### src/rtl/rom_dl_pkg.sv
// Shared types and constants for the ROM download router.
package rom_dl_pkg;

  localparam int MAX_NREG = 8;

  typedef enum logic [1:0] {
    MODE_LINEAR = 2'd0,
    MODE_MERGE2 = 2'd1,
    MODE_MERGE4 = 2'd2
  } rom_dl_mode_e;

  typedef enum logic [1:0] {
    ST_IDLE  = 2'd0,
    ST_ISSUE = 2'd1,
    ST_WAIT  = 2'd2,
    ST_ACK   = 2'd3
  } rom_dl_state_e;

endpackage

### src/rtl/rom_dl_router_if.sv
// SDRAM write-port bundle: two toggle req/ack pairs sharing one address/data bus.
interface rom_dl_router_if #(
  parameter int PW = 24
);

  logic          port1_req;
  logic          port2_req;
  logic          port1_ack;
  logic          port2_ack;
  logic [PW-1:0] port_a;
  logic [1:0]    port_ds;
  logic [15:0]   port_d;

  modport master (
    output port1_req, port2_req, port_a, port_ds, port_d,
    input  port1_ack, port2_ack
  );

  modport slave (
    input  port1_req, port2_req, port_a, port_ds, port_d,
    output port1_ack, port2_ack
  );

endinterface

### src/rtl/rom_dl_addr_map.sv
// Region priority encoder, offset subtract and lane remap; the output register is the ISSUE stage.
module rom_dl_addr_map
  import rom_dl_pkg::*;
#(
  parameter int NREG = 4,
  parameter int AW   = 25,
  parameter int PW   = 24
) (
  input  logic                      clk_sys,
  input  logic                      reset,
  input  logic                      load,
  input  logic [AW-1:0]             addr,
  input  logic [NREG-1:0][AW-1:0]   region_base,
  input  logic [AW-1:0]             region_end,
  input  logic [NREG-1:0][1:0]      region_mode,
  input  logic [NREG-1:0][4:0]      region_shift,
  input  logic [NREG-1:0][PW-1:0]   region_dst,
  input  logic [NREG-1:0][1:0]      region_port,
  output logic                      in_range,
  output logic [1:0]                issue_mask,
  output logic [PW-1:0]             port_a,
  output logic [1:0]                mask_q
);

  logic [AW-1:0] off;
  logic [AW-1:0] lo_mask;
  logic [AW-1:0] mapped;
  logic [4:0]    s;
  logic [5:0]    s1;
  logic [5:0]    s2;
  logic [PW-1:0] dst;
  logic [1:0]    pmask;
  rom_dl_mode_e  mode;

  always_comb begin
    // NOTE: every output of this block gets a value before any branch, so no latch can be inferred.
    off   = addr - region_base[0];
    s     = region_shift[0];
    mode  = rom_dl_mode_e'(region_mode[0]);
    dst   = region_dst[0];
    pmask = region_port[0];
    // Later regions win: the table is ascending, so the last match is the enclosing region.
    for (int i = 1; i < NREG; i++) begin
      if (addr >= region_base[i]) begin
        off   = addr - region_base[i];
        s     = region_shift[i];
        mode  = rom_dl_mode_e'(region_mode[i]);
        dst   = region_dst[i];
        pmask = region_port[i];
      end
    end

    in_range = (addr >= region_base[0]) && (addr < region_end);

    lo_mask = (AW'(1) << s) - AW'(1);
    s1      = {1'b0, s} + 6'd1;
    s2      = {1'b0, s} + 6'd2;
    case (mode)
      MODE_MERGE2: mapped = ((off >> s1) << s1) | ((off & lo_mask) << 1) | ((off >> s) & AW'(1));
      MODE_MERGE4: mapped = ((off >> s2) << s2) | ((off & lo_mask) << 2) | ((off >> s) & AW'(3));
      default:     mapped = off;
    endcase

    issue_mask = in_range ? pmask : 2'b00;
  end

  always_ff @(posedge clk_sys or posedge reset) begin
    if (reset) begin
      port_a <= '0;
      mask_q <= '0;
    end else if (load) begin
      port_a <= dst + PW'(mapped);
      mask_q <= issue_mask;
    end
  end

endmodule

### src/rtl/rom_dl_router.sv
// ROM download router: ioctl bytes -> remapped toggle writes on two SDRAM ports, plus post-load core reset.
// Optional feature macro: ROM_DL_CHECKSUM_EN (16-bit sum of committed in-range bytes on dl_sum).
module rom_dl_router
  import rom_dl_pkg::*;
#(
  parameter int          NREG = 4,
  parameter int          AW   = 25,
  parameter int          PW   = 24,
  parameter int unsigned HOLD = 16'hffff
) (
  input  logic                      clk_sys,
  input  logic                      reset,
  input  logic                      ioctl_downl,
  input  logic                      ioctl_wr,
  input  logic [AW-1:0]             ioctl_addr,
  input  logic [7:0]                ioctl_dout,
  output logic                      ioctl_ack,
  input  logic [NREG-1:0][AW-1:0]   region_base,
  input  logic [AW-1:0]             region_end,
  input  logic [NREG-1:0][1:0]      region_mode,
  input  logic [NREG-1:0][4:0]      region_shift,
  input  logic [NREG-1:0][PW-1:0]   region_dst,
  input  logic [NREG-1:0][1:0]      region_port,
  rom_dl_router_if.master           sdram,
  input  logic                      ext_reset,
  input  logic                      load_clear,
  output logic                      core_reset,
  output logic                      rom_loaded,
  output logic                      overrun,
  output logic [15:0]               dl_sum
);

  localparam int CW = $clog2(HOLD + 1);

  rom_dl_state_e state, state_d;

  logic          wr_q, downl_q;
  logic          wr_rise, downl_rise, downl_fall;
  logic          capture, issue, acks_match;
  logic [AW-1:0] addr_q;
  logic [7:0]    data_q;
  logic          req1_q, req2_q;
  logic          map_in_range;
  logic [1:0]    map_issue_mask;
  logic [1:0]    map_mask_q;
  logic [PW-1:0] map_a;
  logic [CW-1:0] cnt;

  assign wr_rise    = ioctl_wr & ~wr_q;
  assign downl_rise = ioctl_downl & ~downl_q;
  assign downl_fall = ~ioctl_downl & downl_q;

  always_ff @(posedge clk_sys or posedge reset) begin
    // NOTE: registers use <= so every flop samples pre-edge values, independent of statement order.
    if (reset) begin
      wr_q    <= 1'b0;
      downl_q <= 1'b0;
    end else begin
      wr_q    <= ioctl_wr;
      downl_q <= ioctl_downl;
    end
  end

  rom_dl_addr_map #(.NREG(NREG), .AW(AW), .PW(PW)) u_map (
    .clk_sys      (clk_sys),
    .reset        (reset),
    .load         (issue),
    .addr         (addr_q),
    .region_base  (region_base),
    .region_end   (region_end),
    .region_mode  (region_mode),
    .region_shift (region_shift),
    .region_dst   (region_dst),
    .region_port  (region_port),
    .in_range     (map_in_range),
    .issue_mask   (map_issue_mask),
    .port_a       (map_a),
    .mask_q       (map_mask_q)
  );

  // Only ports that were actually toggled must have caught up.
  assign acks_match = (~map_mask_q[0] | (req1_q == sdram.port1_ack)) &
                      (~map_mask_q[1] | (req2_q == sdram.port2_ack));

  always_ff @(posedge clk_sys or posedge reset) begin
    if (reset) state <= ST_IDLE;
    else       state <= state_d;
  end

  always_comb begin
    state_d   = state;
    capture   = 1'b0;
    issue     = 1'b0;
    ioctl_ack = 1'b0;
    case (state)
      ST_IDLE: begin
        if (wr_rise && ioctl_downl) begin
          capture = 1'b1;
          state_d = ST_ISSUE;
        end
      end
      ST_ISSUE: begin
        issue   = 1'b1;
        state_d = map_in_range ? ST_WAIT : ST_ACK;
      end
      ST_WAIT: begin
        if (acks_match) state_d = ST_ACK;
      end
      ST_ACK: begin
        ioctl_ack = 1'b1;
        state_d   = ST_IDLE;
      end
      default: state_d = ST_IDLE;
    endcase
  end

  always_ff @(posedge clk_sys or posedge reset) begin
    if (reset) begin
      addr_q <= '0;
      data_q <= '0;
    end else if (capture) begin
      addr_q <= ioctl_addr;
      data_q <= ioctl_dout;
    end
  end

  always_ff @(posedge clk_sys or posedge reset) begin
    if (reset) begin
      req1_q <= 1'b0;
      req2_q <= 1'b0;
    end else if (issue) begin
      req1_q <= req1_q ^ map_issue_mask[0];
      req2_q <= req2_q ^ map_issue_mask[1];
    end
  end

  assign sdram.port1_req = req1_q;
  assign sdram.port2_req = req2_q;
  assign sdram.port_a    = map_a;
  assign sdram.port_ds   = {map_a[0], ~map_a[0]};
  assign sdram.port_d    = {data_q, data_q};

  // A byte arriving while busy is dropped; the flag survives until the next download starts.
  always_ff @(posedge clk_sys or posedge reset) begin
    if (reset)                             overrun <= 1'b0;
    else if (downl_rise)                   overrun <= 1'b0;
    else if (wr_rise && state != ST_IDLE)  overrun <= 1'b1;
  end

  always_ff @(posedge clk_sys or posedge reset) begin
    if (reset)           rom_loaded <= 1'b0;
    else if (load_clear) rom_loaded <= 1'b0;
    else if (downl_fall) rom_loaded <= 1'b1;
  end

  always_ff @(posedge clk_sys or posedge reset) begin
    if (reset) begin
      cnt        <= CW'(HOLD);
      core_reset <= 1'b1;
    end else begin
      if (ext_reset || !rom_loaded) cnt <= CW'(HOLD);
      else if (cnt != '0)           cnt <= cnt - CW'(1);
      core_reset <= ext_reset | ioctl_downl | ~rom_loaded | (cnt == CW'(1));
    end
  end

`ifdef ROM_DL_CHECKSUM_EN
  logic        in_range_q;
  logic [15:0] sum_q;

  always_ff @(posedge clk_sys or posedge reset) begin
    if (reset) begin
      in_range_q <= 1'b0;
      sum_q      <= '0;
    end else begin
      if (issue) in_range_q <= map_in_range;
      if (downl_rise)
        sum_q <= '0;
      else if (state == ST_ACK && in_range_q && !rom_loaded)
        sum_q <= sum_q + {8'h00, data_q};
    end
  end

  assign dl_sum = sum_q;
`else
  assign dl_sum = 16'h0000;
`endif

endmodule

### src/flat_wrapper.sv
// flat-port wrapper written by rule: the top's interface ports become plain ports
module rom_dl_router_flat import rom_dl_pkg::*;
#(
  parameter int          NREG = 4,
  parameter int          AW   = 25,
  parameter int          PW   = 24,
  parameter int unsigned HOLD = 16'hffff
)
  (clk_sys, reset, ioctl_downl, ioctl_wr, ioctl_addr, ioctl_dout, ioctl_ack, region_base, region_end, region_mode, region_shift, region_dst, region_port, ext_reset, load_clear, core_reset, rom_loaded, overrun, dl_sum, sdram_port1_req, sdram_port2_req, sdram_port_a, sdram_port_ds, sdram_port_d, sdram_port1_ack, sdram_port2_ack);
  rom_dl_router_if #(.PW(PW)) sdram_i ();
  input  logic clk_sys;
  input  logic reset;
  input  logic ioctl_downl;
  input  logic ioctl_wr;
  input  logic [AW-1:0] ioctl_addr;
  input  logic [7:0] ioctl_dout;
  output logic ioctl_ack;
  input  logic [NREG-1:0][AW-1:0] region_base;
  input  logic [AW-1:0] region_end;
  input  logic [NREG-1:0][1:0] region_mode;
  input  logic [NREG-1:0][4:0] region_shift;
  input  logic [NREG-1:0][PW-1:0] region_dst;
  input  logic [NREG-1:0][1:0] region_port;
  input  logic ext_reset;
  input  logic load_clear;
  output logic core_reset;
  output logic rom_loaded;
  output logic overrun;
  output logic [15:0] dl_sum;
  output wire logic [$bits(sdram_i.port1_req)-1:0] sdram_port1_req;
  output wire logic [$bits(sdram_i.port2_req)-1:0] sdram_port2_req;
  output wire logic [$bits(sdram_i.port_a)-1:0] sdram_port_a;
  output wire logic [$bits(sdram_i.port_ds)-1:0] sdram_port_ds;
  output wire logic [$bits(sdram_i.port_d)-1:0] sdram_port_d;
  input wire logic [$bits(sdram_i.port1_ack)-1:0] sdram_port1_ack;
  input wire logic [$bits(sdram_i.port2_ack)-1:0] sdram_port2_ack;
  assign sdram_port1_req = sdram_i.port1_req;
  assign sdram_port2_req = sdram_i.port2_req;
  assign sdram_port_a = sdram_i.port_a;
  assign sdram_port_ds = sdram_i.port_ds;
  assign sdram_port_d = sdram_i.port_d;
  assign sdram_i.port1_ack = sdram_port1_ack;
  assign sdram_i.port2_ack = sdram_port2_ack;
  rom_dl_router #(.NREG(NREG), .AW(AW), .PW(PW), .HOLD(HOLD)) u_core (.clk_sys(clk_sys), .reset(reset), .ioctl_downl(ioctl_downl), .ioctl_wr(ioctl_wr), .ioctl_addr(ioctl_addr), .ioctl_dout(ioctl_dout), .ioctl_ack(ioctl_ack), .region_base(region_base), .region_end(region_end), .region_mode(region_mode), .region_shift(region_shift), .region_dst(region_dst), .region_port(region_port), .sdram(sdram_i), .ext_reset(ext_reset), .load_clear(load_clear), .core_reset(core_reset), .rom_loaded(rom_loaded), .overrun(overrun), .dl_sum(dl_sum));
endmodule
### config.mk
export PLATFORM = sky130hd
export DESIGN_NAME = rom_dl_router_flat
export DESIGN_NICKNAME = d
export VERILOG_FILES = /design/src/rtl/rom_dl_pkg.sv /design/src/rtl/rom_dl_router_if.sv /design/src/rtl/rom_dl_addr_map.sv /design/src/rtl/rom_dl_router.sv /design/src/flat_wrapper.sv
export SDC_FILE = /design/constraint.sdc
export NUM_CORES = 1
export LEC_CHECK = 0
export BUFFER_PORTS_ARGS = -buffer_cell sky130_fd_sc_hd__buf_2
export CAP_MARGIN = 0
export CORE_UTILIZATION = 30
export DETAILED_ROUTE_END_ITERATION = 8
export REMOVE_ABC_BUFFERS = 1
export SLEW_MARGIN = 15
export SYNTH_ARGS = -nofsm -noshare
export SYNTH_HDL_FRONTEND = slang
export SYNTH_SLANG_ARGS = --single-unit
### constraint.sdc
create_clock -name clk_sys -period 19 [get_ports clk_sys]
set_input_delay 1.9 -clock clk_sys [delete_from_list [all_inputs] [get_ports clk_sys]]
set_output_delay 1.9 -clock clk_sys [all_outputs]
set_load 0.02 [all_outputs]
==> results by group, run 1 <==
Worst setup path
  – R2R cell count: 37
  – Startpoint class of the critical path: primary input
  – Critical path's largest stage delay: 0.94 ns
  – CP most frequent cell: a21oi_1
  – CP max stage cell: o221ai_1
  – Worst reg2reg path startpoint: u_core.addr_q[6]$_DFFE_PP0P_
  – Element type at the critical path end: flip-flop
  – Crit path kind: primary input to flip-flop
  – CP Max Fanout: 26
  – R2R Setup Slk: 7.38 ns
  – Arr. time, crit path: 13.00 ns
  – Critical Path RT: 19.32 ns
  – Capture point of the worst reg-to-reg path: u_core.u_map.port_a[23]$_DFFE_PP0P_

Synthesis
  – Syn_area_per_cell: 7.00 um2
  – Most used DFF post-synth: dfrtp_1
  – Yosys cell types: 100
  – Mapped cell area: 18,200 um2
  – Sequential fraction of the synthesis area: 11.7%
  – Number of synthesized register bits: 84
  – Ys Warns: 0
  – Post-synth EDFFs: 0
  – Post-synthesis async set-or-reset flop share: 100%
  – Mapped Cells: 2,597

STA
  – Slew headroom: 25.5%
  – Clk_skew: 0.0128 ns
  – Final period util: 66.7%
  – Final-report hold violation count: 0
  – Worst Tran Pin Value: 1.11 ns
  – Unrepaired setup endpoints after global routing: no
  – Tmin final: 12.68 ns
  – Setup violations, final: 0
  – Max Clk Rate: 78.9 MHz
  – Sum of negative setup slack: 0 ns
  – Final Max Tran Viols: 0

Placed design
  – Detail Placement HPWL: 68,400 um
  – Gp weighted congestion: 1.07
  – I/O Buffers: 345

Global routing
  – M1 GR Usage: 37.8%
  – GRT met3 Usage: 5.57%
  – Largest net degree at the start of global routing: 68
  – Most used routing layer: met2
  – Gr usage total: 26.7%
  – Initial antenna violation count: 11
  – First-pass GRT wire length: 124,000 um
  – Vias in the first global route: 19,681
  – Routing usage on met2: 38.9%
  – Total grt overflow: 0

Run status
  – Status: completed

Clocking
  – Clock Path Buffers: 2
  – Clk root buf: clkbuf_16
  – Clock sink count: 84
  – Post-CTS Setup Bufs: 0
  – CTS buffer count: 9
  – Cts hold-fix bufs: 0
  – Clock slew at reported path FFs: 0.07 ns
  – CTS tree: yes
  – H-tree depth: 3
  – Clock latency on the worst-skew pair: 0.41 ns
  – CTS resizes: 0

Worst hold path
  – Hold Path Stages: 1
  – HP Start: u_core.u_map.port_a[18]$_DFFE_PP0P_
  – Min-Delay Endpoint: u_core.u_map.port_a[18]$_DFFE_PP0P_
  – Hold Crit Class: flip-flop to flip-flop

Cells and area
  – Fin nets: 3,304
  – Fillcell total: 6,554
  – Ratio of cells with drive above 1 in the final layout: 18.8%
  – Area Overhead vs Synth: 14.5%

Route
  – Drt pass-1 iters: 6
  – Vias: 21,700
  – Final WL: 84,300 um
  – DRC: 0
  – Routed length per instance: 23.2 um
  – Number of vias per cell: 5.98
  – Post-DRT Antenna Nets: 0
  – Starting DRT DRC Count: 2,726

Flow run
  – Max cap viols: 0

Die
  – Initial core utilization: 30.6%
  – Die Y: 248 um
  – Core region area: 59,500 um2
  – Chip Width: 248 um
  – Num rows: 89
  – Die ar.: 61,600 um2
  – Ports: 362
-- registers in the layout, indices dropped and copies added (netlist names) --
name / flops
u_core.wr_q: 1
u_core.u_map.port_a: 24
u_core.addr_q: 25
u_core.data_q: 8
u_core.u_map.mask_q: 2
u_core.rom_loaded: 1
u_core.core_reset: 1
u_core.downl_q: 1
u_core.sdram.port1_req: 1
u_core.state: 2
u_core.sdram.port2_req: 1
u_core.overrun: 1
u_core.cnt: 16
-- stage by stage --
stage | cells | area [um2] | hold WS, ns | utilization, % | worst slack [ns]
floorplan | 2453 | 17500 | 0.477 | - | 2.21
global placement | 3605 | 20500 | 0.485 | 34.5 | 6.53
detailed placement | 3605 | 20500 | 0.490 | 34.5 | 6.42
CTS | 3621 | 20800 | 0.506 | 35.0 | 6.82
global route | 3625 | 20800 | 0.521 | 35.0 | 5.62
finish | 3628 | 20800 | 0.501 | 35.0 | 6.32
-- per-layer routing --
metal | part of all wire [%] | vias to the layer above
met3 | 9.6 | 195
met2 | 42 | 1228
li1 | - | 10137
met5 | 0.078 | -
met1 | 45 | 10128
met4 | 4.2 | 12
-- final cells by class --
type / count / area (um2) / share of cell area, %
Antenna cell: 7 / 17.5 / 0.0841
Clock buffer: 10 / 229 / 1.10
Clock inverter: 6 / 71.3 / 0.343
Inverter: 188 / 708 / 3.40
Multi-Input combinational cell: 2181 / 14700 / 70.7
Sequential cell: 84 / 2120 / 10.2
Tap cell: 773 / 967 / 4.65
Timing Repair Buffer: 379 / 1980 / 9.52
-- synth_stat cells (all sizes together), types with 10 or more instances --
library cell  instances  area [um2]
a2111oi              18         166
a211o                17         149
a211oi               48         370
a21o                 71         533
a21oi               250        1270
a221oi               20         175
a22oi                19         148
a311oi               15         138
a31o                 12         105
a31oi                42         263
and2                 27         169
and3                 17         106
buf                  78         430
clkbuf               81         305
dfrtp                67        1680
dfstp                17         447
ha                  158        1980
inv                 188         706
mux2                 67         754
mux2i                56         561
nand2               296        1110
nand2b               22         138
nand3                64         320
nand4                31         194
nor2                196         736
nor2b                20         125
nor3                 65         337
nor4                 17         106
o211ai               46         355
o21a                 31         240
o21ai               180         901
o21bai               20         150
o221ai               12         105
o22ai                21         131
o31ai                29         218
o32ai                10        87.6
or2                  14        87.6
or3                  17         106
xnor2                72         631
xor2                 29         254
-- how the worst max path moves through the flow --
stage,end,slack [ns],start
6_report,u_core.u_map.port_a[23]$_DFFE_PP0P_,6.32,region_base[78]
3_3_place_gp,u_core.u_map.port_a[23]$_DFFE_PP0P_,6.53,region_base[81]
3_5_place_dp,u_core.u_map.port_a[23]$_DFFE_PP0P_,6.42,region_base[31]
4_1_cts,u_core.u_map.port_a[23]$_DFFE_PP0P_,6.82,region_base[31]
5_1_grt,u_core.u_map.port_a[23]$_DFFE_PP0P_,5.62,region_base[45]
2_1_floorplan,u_core.u_map.port_a[22]$_DFFE_PP0P_,2.21,region_base[93]
-- cell families after synthesis --
group | after synthesis | synth area share [%]
compound gates | 956 | 35.1
xor+xnor | 101 | 4.87
fa+ha+maj | 163 | 11.4
buf+inv | 347 | 7.93
flops | 84 | 11.7
mux | 130 | 8.10
other cells | 1 | 0.0206
simple gates | 815 | 20.8
-- layout by cell type (no fill, tap or decap), types with 14 or more instances in the layout --
master | netlist | layout
buf_4 | 25 | 34
o31ai_1 | 29 | 29
o22ai_1 | 21 | 21
o21ai_0 | 167 | 165
a211o_1 | 17 | 17
o21bai_1 | 20 | 20
mux2i_1 | 56 | 56
or3_1 | 17 | 17
inv_1 | 188 | 187
nor2_1 | 196 | 195
o21a_1 | 30 | 30
a22oi_1 | 18 | 18
o211ai_1 | 44 | 44
conb_1 | 1 | 16
nand2b_1 | 22 | 22
nand3_1 | 64 | 63
nand4_1 | 31 | 31
nor4_1 | 17 | 17
a221oi_1 | 20 | 20
ha_1 | 158 | 157
a31oi_1 | 42 | 42
buf_2 | 29 | 345
a21o_1 | 71 | 70
a211oi_1 | 46 | 46
mux2_2 | 67 | 67
a2111oi_0 | 15 | 15
and3_1 | 17 | 17
a311oi_1 | 14 | 14
nor2b_1 | 20 | 20
and2_1 | 25 | 25
a21oi_1 | 247 | 247
xnor2_1 | 72 | 71
dfrtp_1 | 67 | 67
nand2_1 | 296 | 296
dfstp_2 | 17 | 17
xor2_1 | 29 | 29
nor3_1 | 64 | 63
-- worst max-delay path, delay by kind of cell --
family | cells | cell delay [ns]
buffers and inverters | 3 | 0.54
and+or+nand+nor | 8 | 2.52
adders and majority gates | 2 | 0.65
xor gates and xnor gates | 1 | 0.13
muxes | 1 | 0.42
AOI/OAI and AO/OA | 24 | 6.82
Power of run 1 is not shown: default switching activity piles up to over one toggle a cycle in this logic, so the estimate is an artifact.
==> run 2: changes to the inputs <==
Clock period 19 ns to 13.04 ns, I/O delays scaled along.
==> run 2 against run 1 <==
  * Count of clock-buffer cells in the layout stayed put
  * Hold slack better by 0.0049 ns
  * Worst setup slack worse by 4.3 ns
  * Cell area hardly changed
  * First-iteration DRC count is 6.7% higher
  * Via count is 0.47% lower
  * Utilization hardly changed
  * Die area stayed put
==> results by group, run 2 (synthesis results as in run 1) <==
Cells and area
  – Commonest non-fill, non-tap cell in the layout: buf_2
  – Fin area: 20,800 um2
  – Max reg flops: 25
  – Fillcell total: 6,588
  – Fin nets: 3,307
  – Most frequent cells in the layout: buf_2 (345), nand2_1 (296), a21oi_1 (247), nor2_1 (195), inv_1 (187)
  – Top flop regs: u_core.addr_q: 25 flops, u_core.u_map.port_a: 24 flops, u_core.cnt: 16 flops
  – Area Overhead vs Synth: 14.6%
  – Ratio of cells with drive above 1 in the final layout: 19.0%
  – Most flops, register: u_core.addr_q

Worst setup path
  – Arr. time, crit path: 11.34 ns
  – Critical Path RT: 13.33 ns
  – CP max stage cell: a222oi_1
  – Startpoint class of the critical path: primary input
  – Crit path kind: primary input to flip-flop
  – Element type at the critical path end: flip-flop
  – R2R Setup Slk: 2.36 ns
  – CP most frequent cell: a21oi_1
  – Critical path's largest stage delay: 0.75 ns
  – CP Max Fanout: 31

STA
  – Final period util: 84.7%
  – Setup violations, final: 0
  – Sum of negative setup slack: 0 ns
  – Slew headroom: 21.0%
  – Clk_skew: 0.00688 ns
  – Unrepaired setup endpoints after global routing: no
  – Final-report hold violation count: 0
  – Worst hold margin: 0.505 ns
  – Worst Tran Pin Value: 1.18 ns
  – Final worst-path setup slack: 1.99 ns
  – Tmin final: 11.05 ns
  – Max Clk Rate: 90.5 MHz
  – Final Max Tran Viols: 0

Route
  – Post-DRT Antenna Nets: 0
  – DRC: 0
  – Starting DRT DRC Count: 2,908
  – Drt pass-1 iters: 7
  – Vias: 21,597
  – Final WL: 82,700 um
  – Routed length per instance: 22.8 um
  – Number of vias per cell: 5.95

Placed design
  – Pre-CTS setup slack: 1.85 ns
  – Area after DPL: 20,500 um2
  – I/O Buffers: 345
  – Gp weighted congestion: 1.06
  – Detail Placement HPWL: 67,500 um

Clocking
  – CTS buffer count: 9
  – Clock latency on the worst-skew pair: 0.40 ns
  – H-tree depth: 3
  – CTS tree: yes
  – Clock slew at reported path FFs: 0.07 ns
  – CTS resizes: 0
  – Clock sink count: 84
  – Clk root buf: clkbuf_16
  – Cts hold-fix bufs: 0
  – Post-CTS Setup Bufs: 0
  – Clock Path Buffers: 2

Run status
  – Status: completed

Global routing
  – Largest net degree at the start of global routing: 62
  – Gr usage total: 26.3%
  – Vias in the first global route: 19,755
  – First-pass GRT wire length: 123,000 um
  – Initial antenna violation count: 8
  – Total grt overflow: 0

Die
  – Ports: 362
  – Die ar.: 61,600 um2
  – Core region area: 59,500 um2
  – Num rows: 89
  – Initial core utilization: 30.6%
  – Die Y: 248 um
  – Chip Width: 248 um

Worst hold path
  – Hold Crit Class: flip-flop to flip-flop

Flow run
  – Max cap viols: 0
[run 2: critical path: cells and delay by family]
| family | cells | cell delay [ns] |
|---|---|---|
| muxes | 1 | 0.26 |
| and+or+nand+nor | 7 | 1.31 |
| AOI/OAI and AO/OA | 24 | 6.00 |
| buffers and inverters | 6 | 1.39 |
| xor gates and xnor gates | 1 | 0.11 |
| adders and majority gates | 2 | 0.93 |
[run 2: path summary, 6_finish.rpt]
check,from,end,cells past startpoint
setup / recovery,region_base[56],u_core.u_map.port_a[22]$_DFFE_PP0P_,41
hold / removal,u_core.u_map.port_a[21]$_DFFE_PP0P_,u_core.u_map.port_a[21]$_DFFE_PP0P_,1
setup reg to reg,u_core.addr_q[1]$_DFFE_PP0P_,u_core.u_map.port_a[22]$_DFFE_PP0P_,37
min in group asynchronous,reset,u_core.addr_q[6]$_DFFE_PP0P_,2
max in group asynchronous,reset,u_core.u_map.port_a[20]$_DFFE_PP0P_,3
hold reg to reg,u_core.u_map.port_a[21]$_DFFE_PP0P_,u_core.u_map.port_a[21]$_DFFE_PP0P_,1
[run 2: metal layers]
| metal | up-vias | part of all wire (%) | track usage, % |
|---|---|---|---|
| li1 | 10129 | - | - |
| met1 | 9950 | 43 | 36.3 |
| met2 | 1300 | 42 | 38.3 |
| met3 | 208 | 10 | 6.50 |
| met4 | 10 | 4.6 | 11.4 |
| met5 | - | 0.067 | 0 |
[run 2: layout make-up]
class / count / area, um2 / share of cell area, %
repair buffers: 382 / 2000 / 9.63
multi-input cells: 2181 / 14700 / 70.7
flip-flops and latches: 84 / 2120 / 10.2
clock inverters: 6 / 53.8 / 0.258
diodes: 3 / 7.51 / 0.0361
clock buffers: 10 / 239 / 1.15
inverters: 188 / 708 / 3.40
well taps: 773 / 967 / 4.65
[run 2: through the flow]
step | instances | utilization, %
2_1_floorplan | 2453 | -
3_3_place_gp | 3608 | 34.5
3_5_place_dp | 3608 | 34.5
4_1_cts | 3624 | 35.0
5_1_grt | 3626 | 35.0
6_report | 3627 | 35.0
Power of run 2 is left out for the same reason.
